[config.mk]
export PLATFORM = sky130hd
export DESIGN_NAME = s27_lockstep_monitor
export DESIGN_NICKNAME = d
export VERILOG_FILES = /design/src/rtl/s27_lockstep_monitor.sv
export SDC_FILE = /design/constraint.sdc
export NUM_CORES = 1
export LEC_CHECK = 0
export BUFFER_PORTS_ARGS = -buffer_cell sky130_fd_sc_hd__buf_2
export CAP_MARGIN = 20
export CORE_MARGIN = 2
export CORE_UTILIZATION = 40
export DETAILED_ROUTE_END_ITERATION = 8
export PLACE_DENSITY_LB_ADDON = 0.05
export SLEW_MARGIN = 5
export SYNTH_ARGS = -nofsm -noshare
export SYNTH_HDL_FRONTEND = slang
export SYNTH_SLANG_ARGS = --single-unit
[constraint.sdc]
create_clock -name CK -period 3.69 [get_ports CK]
set_input_delay 1.107 -clock CK [delete_from_list [all_inputs] [get_ports CK]]
set_output_delay 1.107 -clock CK [all_outputs]
set_load 0.01 [all_outputs]
[src/rtl/s27_lockstep_monitor.sv]
// s27_lockstep_monitor: passive golden s27 replica run in lockstep with a DUT; flags, counts and snapshots G17 mismatches.
// MISMATCH lags its compare edge by one cycle; never drives the DUT, no backpressure; optional trigger watch via S27_LOCKSTEP_TRIGGER_EN.
module s27_lockstep_monitor #(
  parameter int CNT_W        = 8,
  parameter int ALARM_THRESH = 1
) (
  input  logic             CK,
  input  logic             RST,
  input  logic             G0,
  input  logic             G1,
  input  logic             G2,
  input  logic             G3,
  input  logic             G17_DUT,
  input  logic             CLR,
  output logic             SYNCED,
  output logic             MISMATCH,
  output logic [CNT_W-1:0] MCOUNT,
  output logic             ALARM,
  output logic [2:0]       SNAP_STATE,
  output logic [3:0]       SNAP_IN,
  output logic             TRIG_SEEN
);

  typedef enum logic {ST_UNSYNC, ST_SYNC} state_t;

  localparam logic [CNT_W:0] LP_THRESH = (CNT_W+1)'(ALARM_THRESH);

  state_t r_state;
  state_t w_state_nxt;

  logic r_g5, r_g6, r_g7;
  logic w_g8, w_g9, w_g10, w_g11, w_g12, w_g13, w_g14, w_g15, w_g16, w_g17;

  logic             r_mismatch;
  logic [CNT_W-1:0] r_mcount;
  logic             r_alarm;
  logic [2:0]       r_snap_state;
  logic [3:0]       r_snap_in;

  logic             w_flush;
  logic             w_cmp_en;
  logic             w_mm;
  logic [CNT_W:0]   w_cnt_sum;
  logic             w_cnt_sat;

  // Golden s27 combinational cloud, evaluated from the replica state and live inputs.
  assign w_g14 = ~G0;
  assign w_g8  = w_g14 & r_g6;
  assign w_g12 = ~(G1 | r_g7);
  assign w_g15 = w_g12 | w_g8;
  assign w_g16 = G3 | w_g8;
  assign w_g9  = ~(w_g16 & w_g15);
  assign w_g11 = ~(r_g5 | w_g9);
  assign w_g10 = ~(w_g14 | w_g11);
  assign w_g13 = ~(G2 | w_g12);
  assign w_g17 = ~w_g11;

  always_ff @(posedge CK) begin
    if (RST) begin
      r_g5 <= 1'b0;
      r_g6 <= 1'b0;
      r_g7 <= 1'b0;
    end else begin
      r_g5 <= w_g10;
      r_g6 <= w_g11;
      r_g7 <= w_g13;
    end
  end

  // G0&G1 forces the next s27 state to {1,0,~G2}, so after that edge the DUT state is known.
  assign w_flush = G0 & G1;

  always_ff @(posedge CK) begin
    if (RST) begin
      r_state <= ST_UNSYNC;
    end else begin
      r_state <= w_state_nxt;
    end
  end

  always_comb begin
    w_state_nxt = r_state;
    case (r_state)
      ST_UNSYNC: if (w_flush) w_state_nxt = ST_SYNC;
      ST_SYNC:   w_state_nxt = ST_SYNC;
      default:   w_state_nxt = ST_UNSYNC;
    endcase
  end

  assign w_cmp_en  = (r_state == ST_SYNC);
  assign w_mm      = w_cmp_en & (G17_DUT ^ w_g17);
  assign w_cnt_sum = {1'b0, r_mcount} + {{CNT_W{1'b0}}, w_mm};
  assign w_cnt_sat = &r_mcount;

  always_ff @(posedge CK) begin
    if (RST || CLR) begin
      r_mismatch   <= 1'b0;
      r_mcount     <= '0;
      r_alarm      <= 1'b0;
      r_snap_state <= 3'b000;
      r_snap_in    <= 4'b0000;
    end else begin
      r_mismatch <= w_mm;
      if (w_mm && !w_cnt_sat) begin
        r_mcount <= w_cnt_sum[CNT_W-1:0];
      end
      if (w_cnt_sum >= LP_THRESH && w_cmp_en) begin
        r_alarm <= 1'b1;
      end
      // Only the first mismatch since reset/clear is captured.
      if (w_mm && (r_mcount == '0)) begin
        r_snap_state <= {r_g5, r_g6, r_g7};
        r_snap_in    <= {G3, G2, G1, G0};
      end
    end
  end

`ifdef S27_LOCKSTEP_TRIGGER_EN
  logic r_trig_seen;
  logic w_trig;

  assign w_trig = r_g6 & w_g11 & ~w_g8 & ~w_g9 & ~w_g16;

  always_ff @(posedge CK) begin
    if (RST || CLR) begin
      r_trig_seen <= 1'b0;
    end else if (w_cmp_en && w_trig) begin
      r_trig_seen <= 1'b1;
    end
  end

  assign TRIG_SEEN = r_trig_seen;
`else
  assign TRIG_SEEN = 1'b0;
`endif

  assign SYNCED     = (r_state == ST_SYNC);
  assign MISMATCH   = r_mismatch;
  assign MCOUNT     = r_mcount;
  assign ALARM      = r_alarm;
  assign SNAP_STATE = r_snap_state;
  assign SNAP_IN    = r_snap_in;

endmodule

Word-level counts from Yosys, hierarchy flattened
Index checks and enable logic that the tools add are counted.
{ "word_totals": {"in_bits": 8, "word_cells": 38, "ff_bits": 21} }
{ "classes": {"n_lt_le_gt_ge": 1, "n_reduce_logical": 7, "n_bitwise": 18, "add_sub_neg": 1, "mux": 2} }
{ "op_table": {"columns": ["op", "count"], "rows": [
  ["$add A8 B1 Y9", 1],
  ["$ge A9 B1 Y1 const B", 1],
  ["$logic_not A8 Y1", 1],
  ["$reduce_and A8 Y1", 1],
  ["$not A1 Y1", 7],
  ["$or A1 B1 Y1", 6],
  ["$and A1 B1 Y1", 4],
  ["$logic_and A1 B1 Y1", 3],
  ["$pmux W1 S2", 1],
  ["$logic_not A1 Y1", 1],
  ["$logic_or A1 B1 Y1", 1],
  ["$mux W1", 1],
  ["$xor A1 B1 Y1", 1]
]} }

Depth between registers and ports, before layout
Gate-level depths: netlist of the first run.
{ "logic_depth": {"word_depth": 11, "ltp_mapped": 11, "ltp_nobuf": 11} }

Least setup slack after synthesis of the first run
No wires, ideal clock.
{ "synth_timing": {"path_type": "in2reg", "startpoint": "in G1", "endpoint": "reg r_alarm (netlist: ALARM)", "path_buffers": 0, "t_arrival_ps": 3101, "setup_ps": 129, "stages": 11, "setup_slack_ps": 460, "path_cell_list": "nor4b_2 -> a21o_1 -> mux2i_1 -> inv_1 -> ha_1 -> ha_1 -> xnor2_1 -> nand2_1 -> mux2_2 -> nor4_1 -> a31oi_1"} }
{ "synth_via": {"elab_chain_len": 11} }
{ "synth_lines": {"columns": ["element", "line_no", "text"], "rows": [
  ["from (decl)", "10", "input logic G1,"],
  ["$or A1 B1 Y1", "49", "assign w_g12 = ~(G1 | r_g7);"],
  ["$not A1 Y1", "49", null],
  ["$or A1 B1 Y1", "50", "assign w_g15 = w_g12 | w_g8;"],
  ["$and A1 B1 Y1", "52", "assign w_g9 = ~(w_g16 & w_g15);"],
  ["$not A1 Y1", "52", null],
  ["$or A1 B1 Y1", "53", "assign w_g11 = ~(r_g5 | w_g9);"],
  ["$xor A1 B1 Y1", "91", "assign w_mm = w_cmp_en & (G17_DUT ^ w_g17);"],
  ["$and A1 B1 Y1", "91", null],
  ["via w_mm", "42", "logic w_mm;"],
  ["$add A8 B1 Y9", "92", "assign w_cnt_sum = {1'b0, r_mcount} + {{CNT_W{1'b0}}, w_mm};"],
  ["$ge A9 B1 Y1", "107", "if (w_cnt_sum >= LP_THRESH && w_cmp_en) begin"],
  ["$logic_and A1 B1 Y1", "107", null],
  ["to (signal assigned)", "99", "r_alarm <= 1'b0;"],
  ["to (signal assigned)", "108", "r_alarm <= 1'b1;"],
  ["to (decl)", "36", "logic r_alarm;"]
]} }
The timed path passes the listed nets, and every way through them passes these cells.
A chain may end at the register's enable or synchronous reset.

Worst setup path after layout of the first run
Ends and elaborated chain as after synthesis.

==> results.yml, run 1 <==
detailed_routing:
  routed_via_density: 5.46
  num_vias: 1000
  first_pass_iters: 4
  wl_per_cell_um: 13.0
  drc: 0
  ant_nets: 0
  drtIter0Drc: 23
  routed_wl_mm: 2.38
setup_path:
  slowest_stage: "nor4b_2"
  r2r-start: "r_g5"
  worstPathMaxFanout: 6
  cp-start-kind: "primary input"
  cp_data_arrival_time_ps: 3350
  critPathMostFrequentCell: "ha_1"
  critPathKind: "primary input to flip-flop"
  cp_cell_sequence: "buf_2, nor4b_2, a21o_1, mux2i_1, inv_1, ha_1, ha_1, xnor2_1, nand2_1, mux2_2, nor4_1, a31oi_1"
  r2r_setup_slack_ps: 1090
  crit_start: "G1"
  crit_required_ps: 3880
  cp-end-kind: "flip-flop"
  cp_slowest_stage_delay_ps: 300
synthesis:
  synth_edf_count: 0
  synth.yosys.seq_area_share: 0.403
  yosysWarnings: 0
  ys_ff_latch: 21
  netlist_area_sq_mm: 0.00104
  syn_inst: 129
  synth-async-reset-ratio: 0
  synth_cell_types: 32
  ys.flop_type: "dfxtp_1"
  synth_nets: 139
  avgSynthCellArea_sq_um: 8.09
final_layout:
  multiInputGateArea_sq_um: 577
  antenna_cells: 0
  postLayoutCellArea_sq_mm: 0.00121
  syn2layout_area_growth_pct: 16.3
  fin_util: 0.490
  drive_gt1_frac: 0.235
  fillCellCount: 267
  finalNetCount: 164
  register_area_sq_um: 420
global_route:
  grt.overflow.total: 0
  grt_pass1_wl_mm: 3.85
  grt_util_all_layers: 0.177
  grt_max_degree: 14
  grt_pass1_vias: 910
  antenna_found_initial: 0
die:
  core_sq_mm: 0.00248
  ios: 27
  die_h_um: 55.1
  die_x_um: 55.1
  rows: 18
  start_util: 0.421
  die_area_sq_mm: 0.00303
placed_design:
  place_area_sq_mm: 0.00119
  routabilityCongestion: 0.934
  place_hpwl_mm: 1.84
  portBuffers: 25
timing:
  fin_skew_ps: 5.49
  max_slew_margin: 0.669
  post-route-period-util: 0.858
  tightest_slew_ps: 494
  finalSetupTns_ps: 0
  grt_setup_unrepaired: "no"
  hold_viol_final: 0
  drv_slew: 0
  period_needed_ps: 3170
  setup_violations: 0
  max_freq_mhz: 316
clock_tree:
  cts_hold_buffers: 0
  cts_setup_buffers: 0
  clock_tree.root_cell: "clkbuf_4"
  htreeDepth: 1
  clkLatencyLatePin_ps: 300
  cts_max_path_buffers: 2
  clock_sinks: 21
  cts_tree: "built"
  cts.repair.resized: 0
  cts.clk_slew.worst_paths_ps: 120
  cts_inserted_buffers: 3
worst_hold_path:
  hold_path.startpoint: "SNAP_IN[1]"
  min_path_type: "flip-flop to flip-flop"
power:
  p_sw_frac: 0.244
  p_per_area_mw_per_mm2: 311
  p_comb_frac: 0.092
  leakagePower_nw: 0.532
  p_switching_mw: 0.0920
  seq_power_share: 0.619
  ir_drop_v: 0.000165
  p_clk_frac: 0.289
  total_power_mw: 0.378
  p_int_mw: 0.286
outcome:
  status: "finished, final reports clean"
job:
  max_cap_viol_count: 0
placed cells by master (no fill, tap or decap):
| cell type | netlist | routed |
|---|---|---|
| a21o_1 | 1 | 1 |
| a21oi_1 | 7 | 7 |
| a31oi_1 | 2 | 2 |
| a41o_1 | 1 | 1 |
| and2_1 | 1 | 1 |
| and3_1 | 2 | 2 |
| buf_2 | 4 | 25 |
| buf_4 | 1 | 2 |
| clkbuf_4 | 0 | 3 |
| clkinv_2 | 0 | 1 |
| conb_1 | 1 | 1 |
| dfxtp_1 | 21 | 21 |
| ha_1 | 2 | 2 |
| inv_1 | 3 | 3 |
| mux2_2 | 1 | 1 |
| mux2i_1 | 8 | 8 |
| nand2_1 | 21 | 21 |
| nand3_1 | 4 | 4 |
| nand4_1 | 4 | 4 |
| nand4b_1 | 1 | 1 |
| nor2_1 | 12 | 12 |
| nor2b_1 | 2 | 2 |
| nor3_1 | 3 | 3 |
| nor3b_1 | 1 | 1 |
| nor4_1 | 2 | 2 |
| nor4b_1 | 1 | 1 |
| nor4b_2 | 1 | 1 |
| o21ai_0 | 8 | 8 |
| o31ai_1 | 2 | 2 |
| or2_2 | 3 | 3 |
| or3_1 | 3 | 3 |
| or4_1 | 3 | 3 |
| xnor2_1 | 1 | 1 |
metal layers:
metal,vias to the layer above,track usage,wire length [um]
li1,506,-,-
met1,457,0.208,1050
met2,30,0.302,1150
met3,7,0.0349,123
met4,0,0.0976,55
met5,-,0,0
cell families (layout without fill, tap and decap cells):
group / Yosys count / count (layout) / synth area share
AOI/OAI and AO/OA: 21 / 21 / 0.115
xor gates and xnor gates: 1 / 1 / 0.00839
adders and majority gates: 2 / 2 / 0.0240
buffers and inverters: 10 / 34 / 0.0444
DFF: 21 / 21 / 0.403
muxes: 9 / 9 / 0.0875
other: 1 / 1 / 0.00359
and+or+nand+nor: 64 / 64 / 0.314
cell usage after synthesis, types with 2 or more instances:
cell | instances | area, sq um
mux2i_1 | 8 | 80.1
nor2_1 | 12 | 45.0
nand3_1 | 4 | 20.0
o21ai_0 | 8 | 40.0
buf_2 | 4 | 20.0
a31oi_1 | 2 | 12.5
nor2b_1 | 2 | 12.5
inv_1 | 3 | 11.3
nand2_1 | 21 | 78.8
nor3_1 | 3 | 15.0
and3_1 | 2 | 12.5
ha_1 | 2 | 25.0
a21oi_1 | 7 | 35.0
or3_1 | 3 | 18.8
o31ai_1 | 2 | 15.0
nor4_1 | 2 | 12.5
dfxtp_1 | 21 | 420
or2_2 | 3 | 18.8
nand4_1 | 4 | 25.0
clkbuf_1 | 2 | 7.51
or4_1 | 3 | 22.5
path summary, 6_finish.rpt:
path	endpoint	cells after the start
worst max-delay path	ALARM	12
worst min register to register	SNAP_IN[1]	2
worst min-delay path	SNAP_IN[1]	2
worst max register to register	ALARM	11
layout make-up:
type	instances	area share
repair buffers	27	0.115
clock buffers	3	0.0186
clock inverters	1	0.00412
multi-input cells	98	0.475
inverters	3	0.00928
flip-flops and latches	21	0.346
well taps	30	0.0309
power groups by stage:
stage	logic [mW]	registers [mW]	clock network (mW)
floorplan	0.0213	0.239	0
global placement	0.0346	0.239	0
detailed placement	0.0349	0.239	0
CTS	0.0350	0.234	0.114
global route	0.0384	0.234	0.126
finish	0.0346	0.234	0.109
state kept, by name, indices dropped and copies added, names as in the netlist:
| name | flops |
|---|---|
| r_g7 | 1 |
| SNAP_IN | 4 |
| r_g5 | 1 |
| MCOUNT | 8 |
| SNAP_STATE | 3 |
| SYNCED | 1 |
| MISMATCH | 1 |
| ALARM | 1 |
| r_g6 | 1 |
critical path, delay by kind of cell:
family / cells / cell delay [ps]
compound gates: 2 / 260
xor+xnor: 1 / 150
fa+ha+maj: 2 / 520
buf+inv: 2 / 270
mux: 2 / 500
simple gates: 3 / 540
stage by stage:
stage	cells	setup WS, ps	hold WS [ps]
detailed placement	179	217	457
global placement	179	318	441
finish	183	523	468
global route	183	325	493
floorplan	129	460	435
CTS	183	526	475
Note: power is estimated with default switching activity, not from simulation.
==> run 2, diff against run 1 <==
--- a/config.mk
+++ b/config.mk
@@ -8,9 +8,9 @@
 export BUFFER_PORTS_ARGS = -buffer_cell sky130_fd_sc_hd__buf_2
 export CAP_MARGIN = 20
 export CORE_MARGIN = 2
-export CORE_UTILIZATION = 40
+export CORE_UTILIZATION = 51
 export DETAILED_ROUTE_END_ITERATION = 8
-export PLACE_DENSITY_LB_ADDON = 0.05
+export PLACE_DENSITY = 0.74
 export SLEW_MARGIN = 5
 export SYNTH_ARGS = -nofsm -noshare
 export SYNTH_HDL_FRONTEND = slang
==> run 2 against run 1 <==
  * Worst setup slack got worse by 9.4 ps
  * Final cell count fell by 1.6%
  * Combinational power fell by 3%
  * Critical path type unchanged
  * Cell area fell by 0.41%
  * Register-to-register slack got worse by 30 ps
  * Highest routed layer unchanged
  * Worst hold slack got worse by 3.0 ps
  * Power rose by 0.64%
  * Critical endpoint unchanged
  * Die area fell by 20%
  * First-iteration DRC count rose by 8.7%
==> results.yml, run 2 (same netlist as run 1, synthesis figures left out) <==
global_route:
  grt_pass1_vias: 779
  grt_pass1_wl_mm: 3.51
  grt.overflow.total: 0
  grt_max_degree: 18
  grt_util_all_layers: 0.187
  antenna_found_initial: 0
die:
  die_h_um: 49.2
  core_sq_mm: 0.00194
  rows: 16
  start_util: 0.537
  die_area_sq_mm: 0.00242
  die_x_um: 49.2
  ios: 27
placed_design:
  placedCellCount: 176
  place_area_sq_mm: 0.00118
  portBuffers: 25
  place_hpwl_mm: 1.57
  routabilityCongestion: 0.948
detailed_routing:
  routed_via_density: 5.58
  drtIter0Drc: 25
  num_vias: 1004
  routed_wl_mm: 2.11
  wl_per_cell_um: 11.7
  first_pass_iters: 4
  drc: 0
  ant_nets: 0
timing:
  setup_violations: 0
  max_freq_mhz: 315
  period_needed_ps: 3180
  drv_slew: 0
  finalSetupTns_ps: 0
  max_slew_margin: 0.664
  hold_viol_final: 0
  grt_setup_unrepaired: "no"
  post-route-period-util: 0.861
  fin_skew_ps: 3.82
  tightest_slew_ps: 501
final_layout:
  multiInputGateArea_sq_um: 577
  antenna_cells: 0
  layout_common_cells: "25 x buf_2, 21 x dfxtp_1, 21 x nand2_1"
  postLayoutCellArea_sq_mm: 0.00121
  mostFrequentLayoutCell: "buf_2"
  finalNetCount: 164
  largest_register_ffs: 8
  syn2layout_area_growth_pct: 15.8
  fin_util: 0.622
  fin_cells: 180
  drive_gt1_frac: 0.229
  register_area_sq_um: 420
  fillCellCount: 205
power:
  ir_drop_v: 0.000220
  leakagePower_nw: 0.529
  p_per_area_mw_per_mm2: 314
  total_power_mw: 0.380
clock_tree:
  cts_inserted_buffers: 3
  cts.repair.resized: 0
  cts_tree: "built"
  cts.clk_slew.worst_paths_ps: 120
  clock_tree.root_cell: "clkbuf_4"
  cts_max_path_buffers: 2
  htreeDepth: 1
  clock_sinks: 21
  clkLatencyLatePin_ps: 300
  cts_hold_buffers: 0
  cts_setup_buffers: 0
outcome:
  status: "finished, final reports clean"
setup_path:
  r2r_setup_slack_ps: 1060
  cp-start-kind: "primary input"
  critPathKind: "primary input to flip-flop"
  crit_required_ps: 3890
  cp-end-kind: "flip-flop"
  cp_data_arrival_time_ps: 3380
  worstPathMaxFanout: 6
job:
  max_cap_viol_count: 0
worst_hold_path:
  min_path_type: "flip-flop to flip-flop"
## run 2: changes by cell type in the layout (fill, tap and decap cells not counted)
cell	change
clkinv_2	-1
clkbuf_1	+1
## run 2: routing by layer
layer,share of wire,vias up,track usage
li1,-,507,-
met1,0.48,452,0.274
met2,0.43,40,0.261
met3,0.074,5,0.0368
met4,0.017,0,0.0857
met5,0,-,0
## run 2: final cells by class
type                            count  area share
Clock buffer                        4      0.0217
Inverter                            3     0.00932
Multi-Input combinational cell     98       0.477
Sequential cell                    21       0.348
Tap cell                           27      0.0280
Timing Repair Buffer               27       0.116
## run 2: worst max-delay path: stages
cell	delay [ps]
buf_2	120
nor4b_2	310
a21o_1	150
mux2i_1	230
inv_1	130
ha_1	240
ha_1	270
xnor2_1	160
nand2_1	60
mux2_2	270
nor4_1	190
a31oi_1	120
## run 2: worst paths after layout
check	startpoint	endpoint	cells past startpoint
min reg2reg	SNAP_IN[2]	SNAP_IN[2]	2
max reg2reg	r_g5	ALARM	11
max	G1	ALARM	12
min	SNAP_IN[2]	SNAP_IN[2]	2
## run 2: stage by stage
step / worst slack, ps / hold WS (ps)
detailed placement: 211 / 450
global route: 373 / 483
CTS: 544 / 468
floorplan: 460 / 435
finish: 513 / 465
global placement: 346 / 442
## run 2: report_power, final
part	total (mW)	switching, mW	internal (mW)
Clock	0.113	0.0706	0.0422
Combinational	0.0336	0.0190	0.0146
Sequential	0.234	0.00301	0.231
==> run 3, diff against run 2 <==
==> constraint.sdc (replaced) <==
create_clock -name CK -period 3.1 [get_ports CK]
set_input_delay 0.93 -clock CK [delete_from_list [all_inputs] [get_ports CK]]
set_output_delay 0.93 -clock CK [all_outputs]
set_load 0.01 [all_outputs]
==> run 3 against run 2 <==
  * Clock power grew 18%
  * Sequential share of layout area shrank 0.67 points
  * Sequential power grew 19%
  * Die area is the same
  * Critical endpoint unchanged
  * Utilization up 1.2 points
  * Global-route usage is 3.0 points higher
  * Power is 19% higher
==> results.yml, run 3 (same netlist as run 1, synthesis figures left out) <==
outcome:
  status: "finished, final reports clean"
setup_path:
  worstPathMaxFanout: 4
  cp-end-kind: "flip-flop"
  crit_required_ps: 3310
  critPathKind: "primary input to flip-flop"
  cp-start-kind: "primary input"
  cp_data_arrival_time_ps: 3010
final_layout:
  layout_common_cells: "25 x buf_2, 21 x dfxtp_1, 21 x nand2_1"
  antenna_cells: 0
  finalNetCount: 167
  mostFrequentLayoutCell: "buf_2"
  fillCellCount: 183
  drive_gt1_frac: 0.250
  fin_util: 0.635
  register_area_sq_um: 420
  multiInputGateArea_sq_um: 577
  syn2layout_area_growth_pct: 18.1
  largest_register_ffs: 8
timing:
  setup_violations: 0
  tightest_slew_ps: 519
  period_needed_ps: 2800
  grt_setup_unrepaired: "no"
  finalSetupTns_ps: 0
  max_slew_margin: 0.652
  drv_slew: 0
  post-route-period-util: 0.904
  hold_viol_final: 0
  fin_skew_ps: 8.08
  max_freq_mhz: 357
  worst_slack_ps: 297
clock_tree:
  cts_inserted_buffers: 3
  cts.repair.resized: 0
  clkLatencyLatePin_ps: 310
  cts.clk_slew.worst_paths_ps: 120
  cts_max_path_buffers: 2
  clock_tree.root_cell: "clkbuf_4"
  cts_setup_buffers: 0
  htreeDepth: 1
  cts_hold_buffers: 0
  cts_tree: "built"
  clock_sinks: 21
placed_design:
  routabilityCongestion: 0.894
  portBuffers: 25
  place_hpwl_mm: 1.74
  place_ws_ps: -19.6
worst_hold_path:
  min_path_type: "flip-flop to flip-flop"
die:
  ios: 27
  core_sq_mm: 0.00194
  die_h_um: 49.2
  start_util: 0.537
  rows: 16
  die_x_um: 49.2
  die_area_sq_mm: 0.00242
global_route:
  grt.overflow.total: 0
  grt_pass1_vias: 940
  grt_util_all_layers: 0.217
  grt_max_degree: 18
  grt_pass1_wl_mm: 4.08
  antenna_found_initial: 0
detailed_routing:
  drc: 0
  ant_nets: 0
  num_vias: 1028
  first_pass_iters: 4
  drtIter0Drc: 27
  wl_per_cell_um: 12.8
  routed_wl_mm: 2.34
  routed_via_density: 5.62
power:
  seq_power_share: 0.614
  ir_drop_v: 0.000308
  p_switching_mw: 0.112
  leakagePower_nw: 0.548
  p_sw_frac: 0.248
  p_int_mw: 0.341
  p_comb_frac: 0.092
  p_per_area_mw_per_mm2: 368
  p_clk_frac: 0.294
job:
  max_cap_viol_count: 0
## run 3: cell types whose count changed in the layout (fill, tap and decap cells not counted)
cell | before | now
buf_4 | 2 | 5
clkbuf_1 | 1 | 0
clkinv_2 | 0 | 1
## run 3: worst max-delay path, stage by stage
cell,delay (ps)
buf_2,120
nor4b_2,300
a21o_1,140
mux2i_1,220
inv_1,80
ha_1,210
ha_1,210
xnor2_1,130
nand2_1,60
mux2_2,270
nor4_1,200
a31oi_1,120
## run 3: per-layer routing
layer / vias to the layer above / wire (um) / track usage
met4: 0 / 52 / 0.100
met2: 43 / 1080 / 0.358
met1: 464 / 1050 / 0.279
met3: 7 / 166 / 0.0276
li1: 514 / - / -
met5: - / 0 / 0
## run 3: final timing paths
path	start	to	slack (ps)	cells past startpoint
setup / recovery	G1	ALARM	300	12
setup reg to reg	r_g5	ALARM	660	11
hold / removal	SNAP_STATE[2]	SNAP_STATE[2]	460	2
hold reg to reg	SNAP_STATE[2]	SNAP_STATE[2]	460	2
## run 3: cell type report
type                            instances  share of cell area
Multi-Input combinational cell         98               0.468
Sequential cell                        21               0.341
Timing Repair Buffer                   30               0.132
Tap cell                               27              0.0274
Clock buffer                            3              0.0183
Inverter                                3             0.00914
Clock inverter                          1             0.00406
## run 3: power by group through the flow
stage	Sequential, mW	Clock (mW)	Combinational, mW
3_3_place_gp	0.284	0	0.0411
2_1_floorplan	0.285	0	0.0254
3_5_place_dp	0.285	0	0.0415
4_1_cts	0.278	0.139	0.0418
5_1_grt	0.279	0.150	0.0465
6_report	0.278	0.133	0.0419
## run 3: stage by stage
stage | hold slack, ps | cell area (sq um) | std cells | total power, mW
floorplan | 435 | 1040 | 129 | 0.310
global placement | 442 | 1200 | 179 | 0.325
detailed placement | 448 | 1200 | 179 | 0.326
CTS | 470 | 1230 | 183 | 0.459
global route | 497 | 1230 | 183 | 0.476
finish | 464 | 1230 | 183 | 0.454
